[src/rtl/fs_pkg.sv]
// Shared constants and state encoding for the bit-serial full subtractor.
package fs_pkg;

    localparam int unsigned FS_WIDTH = 4;

    localparam logic [1:0] S_IDLE  = 2'd0;
    localparam logic [1:0] S_SHIFT = 2'd1;
    localparam logic [1:0] S_DONE  = 2'd2;

    typedef enum logic [1:0] {
        StIdle  = S_IDLE,
        StShift = S_SHIFT,
        StDone  = S_DONE
    } fs_state_e;

endpackage

[src/rtl/fs_1bit.sv]
// Combinational full-subtractor cell: d = x - y - bin, with borrow-out.
module fs_1bit (
    input  logic x,
    input  logic y,
    input  logic bin,
    output logic d,
    output logic bout
);

    assign d    = x ^ y ^ bin;
    assign bout = (~x & y) | (~(x ^ y) & bin);

endmodule

[src/rtl/fs_serial.sv]
// Bit-serial full subtractor (a - b - bin), LSB first, one bit per clock.
// Optional signed-overflow flag enabled by defining FS_SERIAL_OVF_EN.
module fs_serial
    import fs_pkg::*;
#(
    parameter int unsigned WIDTH = FS_WIDTH
) (
    input  logic             clk,
    input  logic             rst_n,
    input  logic             start,
    input  logic [WIDTH-1:0] a,
    input  logic [WIDTH-1:0] b,
    input  logic             bin,
    output logic [WIDTH-1:0] diff,
    output logic             bout,
    output logic             busy,
`ifdef FS_SERIAL_OVF_EN
    output logic             ovf,
`endif
    output logic             done
);

    localparam int unsigned CW = $clog2(WIDTH);

    fs_state_e        state;
    logic [WIDTH-1:0] a_q;
    logic [WIDTH-1:0] b_q;
    logic             br_q;
    logic [CW-1:0]    cnt_q;
    logic             bit_d;
    logic             bit_b;

    // Operands shift right each cycle so the cell always sees the current bit at [0].
    fs_1bit u_cell (
        .x    (a_q[0]),
        .y    (b_q[0]),
        .bin  (br_q),
        .d    (bit_d),
        .bout (bit_b)
    );

    always_ff @(posedge clk) begin
        if (!rst_n) begin
            state <= StIdle;
            a_q   <= '0;
            b_q   <= '0;
            br_q  <= 1'b0;
            cnt_q <= '0;
            diff  <= '0;
            bout  <= 1'b0;
            busy  <= 1'b0;
            done  <= 1'b0;
`ifdef FS_SERIAL_OVF_EN
            ovf   <= 1'b0;
`endif
        end else begin
            case (state)
                StIdle: begin
                    if (start) begin
                        a_q   <= a;
                        b_q   <= b;
                        br_q  <= bin;
                        cnt_q <= '0;
                        busy  <= 1'b1;
                        state <= StShift;
                    end
                end
                StShift: begin
                    a_q   <= a_q >> 1;
                    b_q   <= b_q >> 1;
                    br_q  <= bit_b;
                    diff  <= {bit_d, diff[WIDTH-1:1]};
                    cnt_q <= cnt_q + 1'b1;
                    if (cnt_q == CW'(WIDTH - 1)) begin
                        bout  <= bit_b;
                        busy  <= 1'b0;
                        done  <= 1'b1;
                        state <= StDone;
`ifdef FS_SERIAL_OVF_EN
                        ovf   <= (a_q[0] ^ b_q[0]) & (a_q[0] ^ bit_d);
`endif
                    end
                end
                StDone: begin
                    done <= 1'b0;
                    if (start) begin
                        a_q   <= a;
                        b_q   <= b;
                        br_q  <= bin;
                        cnt_q <= '0;
                        busy  <= 1'b1;
                        state <= StShift;
                    end else begin
                        state <= StIdle;
                    end
                end
                default: state <= StIdle;
            endcase
        end
    end

endmodule

[config.mk]
export PLATFORM = sky130hd
export DESIGN_NAME = fs_serial
export DESIGN_NICKNAME = d
export VERILOG_FILES = /design/src/rtl/fs_pkg.sv /design/src/rtl/fs_1bit.sv /design/src/rtl/fs_serial.sv
export SDC_FILE = /design/constraint.sdc
export NUM_CORES = 1
export LEC_CHECK = 0
export CAP_MARGIN = 20
export CELL_PAD_IN_SITES_DETAIL_PLACEMENT = 1
export CELL_PAD_IN_SITES_GLOBAL_PLACEMENT = 2
export CORE_MARGIN = 5
export CORE_UTILIZATION = 31
export DETAILED_ROUTE_END_ITERATION = 10
export PLACE_DENSITY = 0.85
export RECOVER_POWER = 100
export SYNTH_ARGS = -nofsm -noshare
export SYNTH_HDL_FRONTEND = slang
export SYNTH_SLANG_ARGS = --single-unit
export TNS_END_PERCENT = 30
[constraint.sdc]
create_clock -name clk -period 2.1 [get_ports clk]
set_input_delay 0.315 -clock clk [delete_from_list [all_inputs] [get_ports clk]]
set_output_delay 0.315 -clock clk [all_outputs]
set_load 0.05 [all_outputs]
Word-level counts from Yosys, hierarchy flattened
Index checks and enable logic that the tools add are counted.
{ "word_totals": {"wordCells": 49, "inputBits": 12, "output_inout_bits": 7, "regBits": 20} }
{ "classes": {"addsub": 1, "reduce_logical": 9, "bitwise_logic": 7, "n_eq_ne": 6, "n_mux": 17} }
{ "op_table": {"columns": ["operator", "n"], "rows": [
  ["$pmux 4 s2", 2],
  ["$mux 4", 2],
  ["$reduce_and 2->1", 4],
  ["$mux 2", 3],
  ["$pmux 1 s2", 3],
  ["$pmux 2 s3", 1],
  ["$mux 1", 5],
  ["$eq 2x2->1 const B", 2],
  ["$ne 2x2->1 const B", 2],
  ["$pmux 2 s2", 1],
  ["$reduce_bool 2->1", 2],
  ["$reduce_and 3->1", 1],
  ["$add 2x1->2 const B", 1],
  ["$and 1x1->1", 2],
  ["$eq 2x1->1 const B", 1],
  ["$logic_not 2->1", 1],
  ["$ne 2x1->1 const B", 1],
  ["$not 1->1", 2],
  ["$reduce_or 2->1", 1],
  ["$xor 1x1->1", 2],
  ["$or 1x1->1", 1]
]} }

Depth between registers and ports, before layout
Gate-level depths: netlist of the first run.
{ "logic_depth": {"ltp_word": 5, "depth_mapped": 5, "mapped_depth_nobuf": 5} }

Hierarchy
From an unflattened synthesis of the first run, not the netlist that was laid out.
{ "unflattened": {"cells_unflattened": 100, "area_unflattened_um2": 972.2} }
{ "modules_own_cells": {"columns": ["mod", "seq_area_each_um2", "instances", "cells_per_inst", "area_each_um2"], "rows": [
  ["fs_serial", 400.4, 1, 96, 940.9],
  ["fs_1bit", 0.0, 1, 4, 31.3]
]} }

Worst setup path after synthesis of the first run
OpenSTA, ideal clock, no wires.
{ "synth_path": {"kind": "register to register", "from": "register b_q[0]", "to": "register br_q", "arrival_time_ns": 1.076, "n_path_buf": 0, "required_ns": 2.014, "setup_ns": 0.086, "path_stages_with_launch": 6, "path_slack_ns": 0.938, "period_less_slack_ns": 1.162, "path_cell_list": "dfxtp_1 -> inv_1 -> fa_1 -> inv_1 -> mux2i_1 -> a211oi_1"} }
{ "synth_between": {"elab_chain_cells": 5, "elab_cells_between_ends": 6, "cone_classes": "mux (1); bitwise (5)"} }
{ "synth_rtl": {"columns": ["item", "line_no", "text"], "rows": [
  ["start: declaration", "fs_serial.sv:27", "logic [WIDTH-1:0] b_q;"],
  ["start signal: assignment", "fs_serial.sv:70", "b_q <= b_q >> 1;"],
  ["$xor 1x1->1", "fs_1bit.sv:11", "assign bout = (~x & y) | (~(x ^ y) & bin);"],
  ["$not 1->1", "fs_1bit.sv:11", null],
  ["$and 1x1->1", "fs_1bit.sv:11", null],
  ["$or 1x1->1 *", "fs_1bit.sv:11", null],
  ["$pmux 1 s2 *", "fs_serial.sv:57", "case (state)"],
  ["end signal: assignment", "fs_serial.sv:62", "br_q <= bin;"],
  ["end signal: assignment", "fs_serial.sv:71", "br_q <= bit_b;"],
  ["end signal: assignment", "fs_serial.sv:89", "br_q <= bin;"],
  ["end: declaration", "fs_serial.sv:28", "logic br_q;"]
]} }
Every way passes the cells marked *; elsewhere a longest branch is shown, timed or not.
A chain may end at the register's enable or synchronous reset.

Worst setup path after layout of the first run
{ "layout_path": {"from": "register diff[2]", "to": "output port diff[2]"} }
{ "layout_rtl": {"columns": ["item", "line_no", "text"], "rows": [
  ["start: declaration", "fs_serial.sv:14", "output logic [WIDTH-1:0] diff,"],
  ["start signal: assignment", "fs_serial.sv:72", "diff <= {bit_d, diff[WIDTH-1:1]};"]
]} }
No word-level cell between the ends.

==> results_dict.tcl, run 1 <==
set metrics [dict create \
    status "finished, final reports clean" \
    synthToLayoutAreaGrowth_pct 27.4 \
    min_period_over_period_pct 89.1 \
    fp.dieH_um 62.8 \
    synth-xor-area-share_pct 0 \
    fin_crit_ns 1.87 \
    worstPathCellList "dlygate4sd3_1" \
    place_ws_ns 0.574 \
    clk_latency_ns 0.31 \
    multi_input_area_sq_um 398 \
    end_kind "output pin" \
    setup_violations 0 \
    nets 126 \
    viasPerCell 5.03 \
    drive_gt1_share_pct 7.21 \
    clockBufferDepth 2 \
    vias 714 \
    rsz0062_at_grt "false" \
    overflow 0 \
    crit_path_max_incr_delay_ns 0.88 \
    yosysTopAreaCell "dfxtp_1" \
    antenna_cells 0 \
    synth_fa_ha_area_share_pct 3.77 \
    p_leak_nw 0.432 \
    synth_top_family_by_area "simple AND/OR/NAND/NOR gates" \
    path_clk_slew_ns 0.13 \
    cts-root-buf "clkbuf_4" \
    min-delay-path-class "flop to flop" \
    timing.critical_path.buf_inv 1 \
    gp_congestion 0.741 \
    port-buffer-count 18 \
    core_sq_um 2710 \
    syn_inst 92 \
    setup_ws_ns 0.229 \
    synth-compound-area-share_pct 13.0 \
    io_pins 19 \
    drc_errors 0 \
    synthTopCellsByArea "dfxtp_1, mux2i_1, a211oi_1" \
    cts.sinks 20 \
    synth_fp_nets 106 \
    muxShareOfSynthArea_pct 9.28 \
    max_freq_mhz 535 \
    cts-resized-gates 0 \
    slew_violations 0 \
    drt-wirelength-per-cell_um 14.1 \
    path_class "flop to output pin" \
    grt_max_degree 20 \
    start_util_pct 31.9 \
    hold_viol 0 \
    ys_warn_count 0 \
    cp.arrival_ns 1.56 \
    timing.setup.tns_ns 0 \
    regArea_sq_um 400 \
    cts_hold_buf 0 \
    rows 19 \
    peakVddDrop_uv 611 \
    antenna_found_initial 0 \
    drv_cap 0 \
    critPathLaunchType "flop" \
    die_area_sq_um 3940 \
    post_cts_buffers 0 \
    maxSlewHeadroom_pct 57.3 \
    tightest_slew_ns 0.640 \
    drt_iter0_drc 20 \
    yosys_register_bits 20 \
    cp_top_family "buffers and inverters" \
    first_pass_iters 4 \
    netlist.area_leader.share_pct 46.4 \
    grt_pass1_wl_mm 3.39 \
    clock_skew_ns 0.0137 \
    first_global_vias 755 \
    detail-route-antenna-nets 0 \
    track_usage_pct 10.7 \
    powerDensity_nw_per_um2 810 \
    syn_area_sq_um 863 \
    nFillCells 328 \
    syn_area_per_cell_sq_um 9.38 \
    cts_tree "built" \
    yosys.area_share.simple_pct 20.1 \
    htree_levels 1 \
    yosysSeqAreaShare_pct 46.4 \
    die_x_um 62.8 \
    crit_slowest_cell "dlygate4sd3_1" \
    crit_path_max_fanout 3 \
    cp_data_required_time_ns 1.78 \
    place_hpwl_mm 1.45 \
    numCtsBuffers 3 \
    synth_cell_types 23 \
    wirelength_mm 2.00 \
]
-- where the power goes --
| part | leakage (nW) | internal, mW | switching, mW |
|---|---|---|---|
| registers | 0.164 | 0.405 | 0.0153 |
| logic | 0.240 | 0.0655 | 0.0853 |
| clock network | 0.0279 | 0.193 | 0.127 |
| total | 0.432 | 0.664 | 0.227 |
-- final cells by class --
type                            count  area share, %
Multi-Input combinational cell     62           36.2
Tap cell                           31           3.53
Clock inverter                      1           2.73
Clock buffer                        3           2.05
Timing Repair Buffer               20           17.4
Sequential cell                    20           36.4
Inverter                            5           1.71
-- metal layers --
layer  vias to the layer above  global-route usage, %  wire length [um]
met1                       348                   12.6               875
met2                        12                   18.3              1020
li1                        352                      -                 -
met5                         -                      0                 0
met3                         2                   3.06                90
met4                         0                   3.98                13
-- worst paths after layout --
path,cells past startpoint,end,slack [ns],start
max,1,diff[2],0.23,diff[2]
min,2,diff[0],0.47,diff[0]
min reg2reg,2,diff[0],0.47,diff[0]
max reg2reg,4,a_q[2],0.34,state[0]
-- sequential cells by signal (all words and copies together) (netlist names) --
register and flops:
a_q 4, b_q 4, bout 1, br_q 1
busy 1, cnt_q 2, diff 4, done 1
state 2
-- through the flow --
| stage | area (sq um) | utilization [%] | cells | hold slack, ns | total power [mW] |
|---|---|---|---|---|---|
| final | 1100 | 40.6 | 142 | 0.474 | 0.891 |
| after detailed placement | 1050 | 38.8 | 138 | 0.464 | 0.585 |
| after global placement | 1050 | 38.8 | 138 | 0.443 | 0.578 |
| after CTS | 1100 | 40.8 | 142 | 0.484 | 0.907 |
| after floorplan | 863 | - | 92 | 0.437 | 0.537 |
| after global routing | 1100 | 40.6 | 142 | 0.507 | 0.940 |
-- placed cells by master (no fill, tap or decap), drive strengths merged, types with 2 or more instances in the layout --
| master | netlist | final |
|---|---|---|
| dfxtp | 20 | 20 |
| nand2 | 12 | 12 |
| clkdlybuf4s50 | 0 | 11 |
| a21oi | 10 | 10 |
| mux2i | 8 | 8 |
| nor3 | 7 | 7 |
| a211oi | 7 | 7 |
| dlygate4sd3 | 0 | 7 |
| inv | 4 | 4 |
| nand3 | 4 | 4 |
| clkbuf | 2 | 4 |
| nor2 | 3 | 3 |
| nand2b | 2 | 2 |
| o21ai | 2 | 2 |
| and2b | 2 | 2 |
-- synth_stat cells (all sizes together) --
cell type	instances
a211oi	7
a21oi	10
and2	1
and2b	2
buf	3
clkbuf	2
clkinv	1
dfxtp	20
fa	1
ha	1
inv	4
mux2i	8
nand2	12
nand2b	2
nand3	4
nand3b	1
nor2	3
nor3	7
o21ai	2
or2b	1
-- cells by family (layout without fill, tap and decap cells) --
family                     count (synthesis)  count (layout)
AOI/OAI and AO/OA                         19              19
and+or+nand+nor                           33              33
muxes                                      8               8
DFF                                       20              20
buffers and inverters                     10              29
adders and majority gates                  2               2
Note: power is estimated with default switching activity, not from simulation.
==> inputs of run 2 (changes only) <==
--- a/config.mk
+++ b/config.mk
@@ -11,6 +11,7 @@
 export CORE_MARGIN = 5
 export CORE_UTILIZATION = 31
 export DETAILED_ROUTE_END_ITERATION = 10
+export GPL_ROUTABILITY_DRIVEN = 0
 export PLACE_DENSITY = 0.85
 export RECOVER_POWER = 100
 export SYNTH_ARGS = -nofsm -noshare
==> results of run 2 <==
The final DEF is identical to that of run 1; final timing and power are the same.
==> inputs of run 3 (changes only) <==
--- a/config.mk
+++ b/config.mk
@@ -9,10 +9,10 @@
 export CELL_PAD_IN_SITES_DETAIL_PLACEMENT = 1
 export CELL_PAD_IN_SITES_GLOBAL_PLACEMENT = 2
 export CORE_MARGIN = 5
-export CORE_UTILIZATION = 31
+export CORE_UTILIZATION = 29
 export DETAILED_ROUTE_END_ITERATION = 10
 export GPL_ROUTABILITY_DRIVEN = 0
-export PLACE_DENSITY = 0.85
+export PLACE_DENSITY = 0.81
 export RECOVER_POWER = 100
 export SYNTH_ARGS = -nofsm -noshare
 export SYNTH_HDL_FRONTEND = slang
==> constraint.sdc (replaced) <==
create_clock -name clk -period 1.9 [get_ports clk]
set_input_delay 0.285 -clock clk [delete_from_list [all_inputs] [get_ports clk]]
set_output_delay 0.285 -clock clk [all_outputs]
set_load 0.05 [all_outputs]
==> run 3 against run 2 <==
Clock-buffer cell count did not move. Clock skew decreased by 0.0063 ns. Non-clock buffer count is the same. Die area up 5.8%. Register-to-register slack is essentially flat.
==> results_dict.tcl, run 3 (synthesized netlist as in run 1, its figures left out) <==
set metrics [dict create \
    status "finished, final reports clean" \
    worstPathCellList "dlygate4sd3_1" \
    top_regs "a_q (4), b_q (4), diff (4)" \
    die_area_sq_um 4170 \
    powerDensity_nw_per_um2 892 \
    cts_tree "built" \
    setup_violations 0 \
    hold_slack_ns 0.460 \
    cts.sinks 20 \
    layout_commonest_cell "dfxtp_1" \
    max_freq_mhz 552 \
    min_period_over_period_pct 95.3 \
    viasPerCell 4.82 \
    cts-resized-gates 0 \
    path_clk_slew_ns 0.13 \
    drc_errors 0 \
    cp_top_family "buffers and inverters" \
    hold_path_end "diff[0]" \
    first_global_vias 722 \
    fp.dieH_um 64.6 \
    rows 19 \
    critPathLaunchType "flop" \
    grt_pass1_wl_mm 3.23 \
    drt_iter0_drc 10 \
    timing.setup.tns_ns 0 \
    antenna_cells 0 \
    start_util_pct 30.8 \
    vias 684 \
    min-delay-path-class "flop to flop" \
    pwr-share-comb_pct 16.7 \
    hold_viol 0 \
    min_path_cells 2 \
    grt_max_degree 20 \
    timing.critical_path.buf_inv 1 \
    die_x_um 64.6 \
    layout_common_cells "dfxtp_1, clkdlybuf4s50_1, nand2_1" \
    numCtsBuffers 3 \
    timing.rr.start "state[0]" \
    switching_share_pct 25.2 \
    path_class "flop to output pin" \
    maxSlewHeadroom_pct 65.9 \
    setup_ws_ns 0.0893 \
    hp-start "diff[0]" \
    end_kind "output pin" \
    cp.arrival_ns 1.53 \
    tightest_slew_ns 0.509 \
    seqPwrFrac_pct 47.3 \
    dpl_cell_area_sq_um 1050 \
    core_sq_um 2810 \
    switching_power_mw 0.248 \
    cts_hold_buf 0 \
    nets 126 \
    first_pass_iters 4 \
    crit_path_max_incr_delay_ns 0.88 \
    clk_latency_ns 0.30 \
    slew_violations 0 \
    drt-wirelength-per-cell_um 13.2 \
    htree_levels 1 \
    r2r_slack_ns 0.33 \
    port-buffer-count 18 \
    clock_skew_ns 0.00740 \
    cts-root-buf "clkbuf_4" \
    peakVddDrop_uv 738 \
    synthToLayoutAreaGrowth_pct 27.5 \
    final_area_sq_um 1100 \
    fin_crit_ns 1.81 \
    cp_data_required_time_ns 1.62 \
    intPower_mw 0.734 \
    overflow 0 \
    place_ws_ns 0.468 \
    place_hpwl_mm 1.33 \
    track_usage_pct 10.0 \
    rr_worst_depth 4 \
    detail-route-antenna-nets 0 \
    drv_cap 0 \
    io_pins 19 \
    wirelength_mm 1.87 \
    clockBufferDepth 2 \
    antenna_found_initial 0 \
    crit_path_max_fanout 2 \
    crit_slowest_cell "dlygate4sd3_1" \
    clkPwrFrac_pct 36.1 \
    p_total_mw 0.982 \
    drive_gt1_share_pct 8.11 \
    p_leak_nw 0.426 \
    rsz0062_at_grt "false" \
    post_cts_buffers 0 \
    timing.rr.end "b_q[1]" \
]
## run 3: changes by cell type in the layout (fill, tap and decap cells not counted)
cell	previous run	this run
clkbuf_1	1	0
clkbuf_2	0	1
clkdlybuf4s50_1	11	14
dlygate4sd3_1	7	4
## run 3: cell type report
cell class | instances | area, sq um
Fill cell | 331 | 1700
Sequential cell | 20 | 400
Multi-Input combinational cell | 62 | 398
Timing Repair Buffer | 20 | 193
Tap cell | 31 | 38.8
Clock inverter | 1 | 30.0
Clock buffer | 3 | 22.5
Inverter | 5 | 18.8
## run 3: worst max path at each step
stage          startpoint      end  cells past startpoint
5_1_grt           diff[0]  diff[0]                      1
4_1_cts           diff[1]  diff[1]                      1
2_1_floorplan      b_q[0]     br_q                      5
3_3_place_gp      diff[2]  diff[2]                      1
6_report             bout     bout                      1
3_5_place_dp      diff[1]  diff[1]                      1
## run 3: metal layers
metal	vias to the layer above	track usage, %	share of wire (%)
met1	314	12.6	51
met3	2	3.97	4.3
met4	0	2.37	0.53
met5	-	0	0
met2	14	16.1	44
li1	354	-	-
## run 3: power groups by stage
stage | clock network, mW | registers (mW) | logic (mW)
detailed placement | 0 | 0.474 | 0.168
global placement | 0 | 0.473 | 0.164
finish | 0.354 | 0.464 | 0.164
floorplan | 0 | 0.488 | 0.105
CTS | 0.366 | 0.465 | 0.169
global route | 0.380 | 0.468 | 0.183
## run 3: worst reg2reg max path: cells and delay by family (launching register included)
kind                   cells  cell delay (ns)
AO/OA/AOI/OAI              1             0.23
buffers and inverters      1             0.30
AND/OR/NAND/NOR            2             0.55
flip-flops                 1             0.42
## run 3: stage by stage
step / std cells / utilization (%)
after floorplan: 92 / -
after global placement: 138 / 37.5
after detailed placement: 138 / 37.5
after CTS: 142 / 39.4
after global routing: 142 / 39.3
final: 142 / 39.3
